`src/rtl/memory_requester_if.sv`:
```
// Client request/response and memory-side signals of the memory requester.
// The slave modport is the requester's view; master is the client plus memory.
interface memory_requester_if #(
   parameter int ADDRESS_SIZE    = 12,
   parameter int CACHE_LINE_SIZE = 128
);
   logic                       req_valid;
   logic                       req_op;
   logic [ADDRESS_SIZE-1:0]    req_address;
   logic [CACHE_LINE_SIZE-1:0] req_data;
   logic                       req_ready;
   logic                       resp_valid;
   logic [CACHE_LINE_SIZE-1:0] resp_data;
   logic                       resp_error;
   logic                       mem_enable;
   logic                       mem_op;
   logic                       mem_op_init;
   logic                       mem_op_done;
   logic [ADDRESS_SIZE-1:0]    mem_address;
   logic [CACHE_LINE_SIZE-1:0] mem_data_out;
   logic [CACHE_LINE_SIZE-1:0] mem_data_in;
   logic                       mem_data_ready;
   logic                       mem_in_use;

   modport slave (
      input  req_valid, req_op, req_address, req_data,
      input  mem_data_in, mem_data_ready, mem_in_use,
      output req_ready, resp_valid, resp_data, resp_error,
      output mem_enable, mem_op, mem_op_init, mem_op_done, mem_address, mem_data_out
   );

   modport master (
      output req_valid, req_op, req_address, req_data,
      output mem_data_in, mem_data_ready, mem_in_use,
      input  req_ready, resp_valid, resp_data, resp_error,
      input  mem_enable, mem_op, mem_op_init, mem_op_done, mem_address, mem_data_out
   );
endinterface

```
`src/rtl/memory_requester.sv`:
```
// Turns one client line read/write into a single arbitrated memory operation,
// with a bounded wait and a one-cycle completion pulse.
module memory_requester #(
   parameter int ADDRESS_SIZE    = 12,
   parameter int CACHE_LINE_SIZE = 128,
   parameter int TIMEOUT_CYCLES  = 16
) (
   input  logic                clk,
   input  logic                reset,
   memory_requester_if.slave   bus
);
   localparam int OFFSET_BITS = $clog2(CACHE_LINE_SIZE / 8);
   localparam int CNT_W       = $clog2(TIMEOUT_CYCLES + 1);
   localparam logic [ADDRESS_SIZE-1:0] ALIGN_MASK  = {ADDRESS_SIZE{1'b1}} << OFFSET_BITS;
   localparam logic [CNT_W-1:0]        TIMEOUT_CNT = CNT_W'(TIMEOUT_CYCLES);

   typedef enum logic [1:0] {IDLE, ARB, WAIT, DONE} state_t;

   state_t                     state_q;
   logic [CNT_W-1:0]           cnt_q;
   logic [CNT_W-1:0]           cnt_d;
   logic                       err_q;
   logic                       op_q;
   logic [ADDRESS_SIZE-1:0]    addr_q;
   logic [CACHE_LINE_SIZE-1:0] wdata_q;
   logic                       mem_enable_q;
   logic                       mem_op_init_q;
   logic                       mem_op_done_q;
   logic                       req_ready_q;
   logic                       resp_valid_q;
   logic                       resp_error_q;
   logic [CACHE_LINE_SIZE-1:0] resp_data_q;

   assign cnt_d = cnt_q + CNT_W'(1);

   // Memory controls are registered so mem_enable falls the cycle after data is seen.
   always_ff @(posedge clk) begin
      if (reset) begin
         state_q       <= IDLE;
         cnt_q         <= '0;
         err_q         <= 1'b0;
         op_q          <= 1'b0;
         addr_q        <= '0;
         wdata_q       <= '0;
         mem_enable_q  <= 1'b0;
         mem_op_init_q <= 1'b0;
         mem_op_done_q <= 1'b0;
         req_ready_q   <= 1'b1;
         resp_valid_q  <= 1'b0;
         resp_error_q  <= 1'b0;
         resp_data_q   <= '0;
      end else begin
         resp_valid_q <= 1'b0;
         resp_error_q <= 1'b0;
         case (state_q)
            IDLE: begin
               if (bus.req_valid) begin
                  op_q        <= bus.req_op;
                  addr_q      <= bus.req_address & ALIGN_MASK;
                  wdata_q     <= bus.req_data;
                  err_q       <= 1'b0;
                  req_ready_q <= 1'b0;
                  state_q     <= ARB;
               end
            end
            ARB: begin
               if (!bus.mem_in_use) begin
                  cnt_q         <= '0;
                  mem_enable_q  <= 1'b1;
                  mem_op_init_q <= 1'b1;
                  state_q       <= WAIT;
               end
            end
            WAIT: begin
               // Data arriving on the timeout cycle still counts as success.
               if (bus.mem_data_ready) begin
                  if (!op_q) begin
                     resp_data_q <= bus.mem_data_in;
                  end
                  err_q         <= 1'b0;
                  mem_enable_q  <= 1'b0;
                  mem_op_init_q <= 1'b0;
                  mem_op_done_q <= 1'b1;
                  state_q       <= DONE;
               end else begin
                  cnt_q <= cnt_d;
                  if (cnt_d == TIMEOUT_CNT) begin
                     err_q         <= 1'b1;
                     mem_enable_q  <= 1'b0;
                     mem_op_init_q <= 1'b0;
                     mem_op_done_q <= 1'b1;
                     state_q       <= DONE;
                  end
               end
            end
            DONE: begin
               if (!bus.mem_data_ready) begin
                  mem_op_done_q <= 1'b0;
                  resp_valid_q  <= 1'b1;
                  resp_error_q  <= err_q;
                  req_ready_q   <= 1'b1;
                  state_q       <= IDLE;
               end
            end
            default: state_q <= IDLE;
         endcase
      end
   end

   assign bus.req_ready    = req_ready_q;
   assign bus.resp_valid   = resp_valid_q;
   assign bus.resp_data    = resp_data_q;
   assign bus.resp_error   = resp_error_q;
   assign bus.mem_enable   = mem_enable_q;
   assign bus.mem_op       = op_q;
   assign bus.mem_op_init  = mem_op_init_q;
   assign bus.mem_op_done  = mem_op_done_q;
   assign bus.mem_address  = addr_q;
   assign bus.mem_data_out = wdata_q;
endmodule
```
`src/flat_wrapper.sv`:
```
// flat-port wrapper written by rule: the top's interface ports become plain ports
module memory_requester_flat 
#(
   parameter int ADDRESS_SIZE    = 12,
   parameter int CACHE_LINE_SIZE = 128,
   parameter int TIMEOUT_CYCLES  = 16
)
  (clk, reset, bus_req_valid, bus_req_op, bus_req_address, bus_req_data, bus_mem_data_in, bus_mem_data_ready, bus_mem_in_use, bus_req_ready, bus_resp_valid, bus_resp_data, bus_resp_error, bus_mem_enable, bus_mem_op, bus_mem_op_init, bus_mem_op_done, bus_mem_address, bus_mem_data_out);
  memory_requester_if #(.ADDRESS_SIZE(ADDRESS_SIZE), .CACHE_LINE_SIZE(CACHE_LINE_SIZE)) bus_i ();
  input  logic clk;
  input  logic reset;
  input wire logic [$bits(bus_i.req_valid)-1:0] bus_req_valid;
  input wire logic [$bits(bus_i.req_op)-1:0] bus_req_op;
  input wire logic [$bits(bus_i.req_address)-1:0] bus_req_address;
  input wire logic [$bits(bus_i.req_data)-1:0] bus_req_data;
  input wire logic [$bits(bus_i.mem_data_in)-1:0] bus_mem_data_in;
  input wire logic [$bits(bus_i.mem_data_ready)-1:0] bus_mem_data_ready;
  input wire logic [$bits(bus_i.mem_in_use)-1:0] bus_mem_in_use;
  output wire logic [$bits(bus_i.req_ready)-1:0] bus_req_ready;
  output wire logic [$bits(bus_i.resp_valid)-1:0] bus_resp_valid;
  output wire logic [$bits(bus_i.resp_data)-1:0] bus_resp_data;
  output wire logic [$bits(bus_i.resp_error)-1:0] bus_resp_error;
  output wire logic [$bits(bus_i.mem_enable)-1:0] bus_mem_enable;
  output wire logic [$bits(bus_i.mem_op)-1:0] bus_mem_op;
  output wire logic [$bits(bus_i.mem_op_init)-1:0] bus_mem_op_init;
  output wire logic [$bits(bus_i.mem_op_done)-1:0] bus_mem_op_done;
  output wire logic [$bits(bus_i.mem_address)-1:0] bus_mem_address;
  output wire logic [$bits(bus_i.mem_data_out)-1:0] bus_mem_data_out;
  assign bus_i.req_valid = bus_req_valid;
  assign bus_i.req_op = bus_req_op;
  assign bus_i.req_address = bus_req_address;
  assign bus_i.req_data = bus_req_data;
  assign bus_i.mem_data_in = bus_mem_data_in;
  assign bus_i.mem_data_ready = bus_mem_data_ready;
  assign bus_i.mem_in_use = bus_mem_in_use;
  assign bus_req_ready = bus_i.req_ready;
  assign bus_resp_valid = bus_i.resp_valid;
  assign bus_resp_data = bus_i.resp_data;
  assign bus_resp_error = bus_i.resp_error;
  assign bus_mem_enable = bus_i.mem_enable;
  assign bus_mem_op = bus_i.mem_op;
  assign bus_mem_op_init = bus_i.mem_op_init;
  assign bus_mem_op_done = bus_i.mem_op_done;
  assign bus_mem_address = bus_i.mem_address;
  assign bus_mem_data_out = bus_i.mem_data_out;
  memory_requester #(.ADDRESS_SIZE(ADDRESS_SIZE), .CACHE_LINE_SIZE(CACHE_LINE_SIZE), .TIMEOUT_CYCLES(TIMEOUT_CYCLES)) u_core (.clk(clk), .reset(reset), .bus(bus_i));
endmodule
```
`config.mk`:
```
export PLATFORM = sky130hd
export DESIGN_NAME = memory_requester_flat
export DESIGN_NICKNAME = d
export VERILOG_FILES = /design/src/rtl/memory_requester_if.sv /design/src/rtl/memory_requester.sv /design/src/flat_wrapper.sv
export SDC_FILE = /design/constraint.sdc
export NUM_CORES = 1
export LEC_CHECK = 0
export BUFFER_PORTS_ARGS = -buffer_cell sky130_fd_sc_hd__buf_2
export CAP_MARGIN = 20
export CELL_PAD_IN_SITES_DETAIL_PLACEMENT = 1
export CELL_PAD_IN_SITES_GLOBAL_PLACEMENT = 2
export CORE_MARGIN = 3
export CORE_UTILIZATION = 23
export CTS_BUF_LIST = sky130_fd_sc_hd__clkbuf_16
export DETAILED_ROUTE_END_ITERATION = 8
export PLACE_DENSITY_LB_ADDON = 0.1
export SLEW_MARGIN = 20
export SYNTH_ARGS = -nofsm -noshare
export SYNTH_HDL_FRONTEND = slang
export SYNTH_SLANG_ARGS = --single-unit
export TNS_END_PERCENT = 50
```
`constraint.sdc`:
```
create_clock -name clk -period 2 [get_ports clk]
set_input_delay 0.1 -clock clk [delete_from_list [all_inputs] [get_ports clk]]
set_output_delay 0.1 -clock clk [all_outputs]
set_load 0.005 [all_outputs]
```
==> qor.txt <==
Worst-Margin Slew: 0.516 ns
CTS Buffer Depth: 3
slowest cell on the critical path: dfxtp_1
DP HPWL: 32400 um
Initial Util: 23.5%
Die X: 214 um
Root Buffer: clkbuf_16
PnR Total Power: 16800 uW
CP max stage delay: 0.40 ns
clock sinks: 278
Setup-failing EPs final: 0
cell count after synthesis: 1244
nets: 2307
Slew Viols, Final: 0
CP arrival: 2.20 ns
share of cells above drive strength 1: 30.8%
DRC Markers: 0
Site Rows: 75
Layout area overhead: 71.4%
cell leakage power: 0.00771 uW
vias per cell: 4.23
setup ws final: 0.240 ns
pin count of the biggest net entering global routing: 61
max_slew headroom: 65.6%
Pre-Repair DR Iteration Count: 4
kind of critical path: flip-flop to flip-flop
H-Tree Depth: 2
GRT overflow: 0
library cells used by synthesis: 35
maximum VDD drop: 0.000506 V
area of placed instances: 13300 um^2
fraction of registers with async set/reset: 0%
Die H: 214 um
final setup TNS: 0 ns
drt initial violations: 384
outcome: complete, no violations
gpl congestion: 0.754
Top delay family on crit path: simple AND/OR/NAND/NOR gates
number of flops mapped to enable cells by yosys: 0
vias in the first global route: 11982
minimum hold slack: 0.0875 ns
Max-cap violations: 0
CTS buffer count: 35
post-route cell area: 17000 um^2
Tmin final: 1.76 ns
register area share after synthesis: 55.9%
antenna violations before repair: 2
CP Cell Sequence: inv_1 > ha_1 > nand2_1 > o21ai_2 > nand2b_4 > or3_1 > a21oi_1
Worst Path Buf+Inv: 1
Die ar.: 45800 um^2
Clock transition at path regs: 0.06 ns
FMAX: 568 MHz
Detail Route Antenna Nets: 0
setup bufs post-CTS: 0
Core ar.: 42300 um^2
CP endpoint kind: flip-flop
Fin Clk Skew: 0.00884 ns
via count: 11122
final wirelength: 45200 um
Top-Level Pins: 549
fraction of the cycle the final worst path needs: 88.0%
worst hold-check path type: input pin to flip-flop
R2R Setup Slk: 0.24 ns
dpl ws: 0.212 ns
PortBufs: 540
CTS tree: built
wire per inst: 17.2 um
crit path max fanout: 6
Top FF cell, synth: dfxtp_1
CP Launch Type: flip-flop
CP Data Required Time: 2.44 ns
Skew-Pair Late Insertion Delay: 0.53 ns
synthesis warning total: 0
Cell Area, Synth: 9950 um^2
global-route wire length before repair: 70100 um
flops & latches, synth: 278
Avg Inst Size Synth: 8.00 um^2
RSZ-0062 raised after global routing: no
Cell Pwr Density: 986 nW/um^2
final hold violation count: 0
Overall Global Routing Usage: 19.2%
==> cell type report <==
type                       instances  area [um^2]
multi-input combinational        868         3820
inverter                           5         18.8
clock inverter                    26          161
timing repair buffer             839         5820
fill                            5171        25300
sequential                       278         5570
clock buffer                      37          926
tap                              577          722
antenna                            2         5.00
==> worst paths after layout <==
kind / startpoint / end / depth (start not counted)
max reg2reg: u_core.state_q[1] / u_core.cnt_q[2] / 7
max: u_core.state_q[1] / u_core.cnt_q[2] / 7
min: reset / u_core.cnt_q[1] / 2
min reg2reg: u_core.bus.resp_data[111] / u_core.bus.resp_data[111] / 2
==> what timing repair did <==
item | CTS | global route
hold buffers | 267 | 0
endpoints found under the hold margin | 271 | 0
gates resized for setup | 0 | 0
==> metrics by stage <==
step                util (%)  cells
global placement        31.4   2300
global route            40.3   2632
finish                  40.3   2632
CTS                     40.3   2630
floorplan                  -   1247
detailed placement      31.4   2300
==> registers in the layout (all words and copies together), names as in the netlist <==
| signal | count |
|---|---|
| u_core.bus.mem_data_out | 128 |
| u_core.bus.resp_data | 128 |
| u_core.err_q | 1 |
| u_core.bus.mem_op | 1 |
| u_core.bus.resp_valid | 1 |
| u_core.state_q | 2 |
| u_core.bus.mem_enable | 1 |
| u_core.cnt_q | 5 |
| u_core.bus.mem_op_done | 1 |
| u_core.bus.req_ready | 1 |
| u_core.bus.mem_address | 8 |
| u_core.bus.resp_error | 1 |
==> per-layer routing <==
| metal | track usage, % | part of all wire (%) | vias to the layer above |
|---|---|---|---|
| met5 | 0 | 0 | - |
| met4 | 8.10 | 3.9 | 0 |
| met3 | 4.61 | 5.5 | 78 |
| met2 | 34.1 | 50 | 308 |
| met1 | 22.0 | 41 | 5178 |
| li1 | - | - | 5558 |
==> synth_stat cells, types with 3 or more instances <==
master | n | area (um^2)
buf_4 | 9 | 67.6
buf_2 | 41 | 205
dfxtp_1 | 278 | 5570
clkbuf_1 | 27 | 101
a211oi_1 | 3 | 22.5
nor2_1 | 7 | 26.3
o21ai_0 | 4 | 20.0
a31oi_1 | 3 | 18.8
and2_1 | 4 | 25.0
buf_1 | 3 | 11.3
buf_6 | 16 | 180
ha_1 | 6 | 75.1
a21oi_1 | 274 | 1370
nand2_1 | 540 | 2030
inv_1 | 5 | 18.8
==> kinds of logic after synthesis <==
family | Yosys count | share of synthesized area [%]
simple gates | 564 | 22.0
compound gates | 291 | 15.1
flops | 278 | 55.9
buf+inv | 101 | 5.87
fa+ha+maj | 6 | 0.755
mux | 3 | 0.314
other cells | 1 | 0.0377
==> placed cells by master (no fill, tap or decap), drive strengths merged, types with 3 or more instances in the layout <==
cell         count
buf            571
nand2          541
dfxtp          278
a21oi          276
dlygate4sd3    267
clkbuf          38
clkinv          17
inv             12
nor2             8
ha               6
o21ai            5
conb             4
and2             4
a31oi            3
a211oi           3
nand2b           3
==> power by group <==
part	switching, uW	total (uW)	internal, uW
sequential	338	6550	6220
clock	2490	6080	3590
combinational	2350	4180	1830
(Power assumes the default switching activity.)
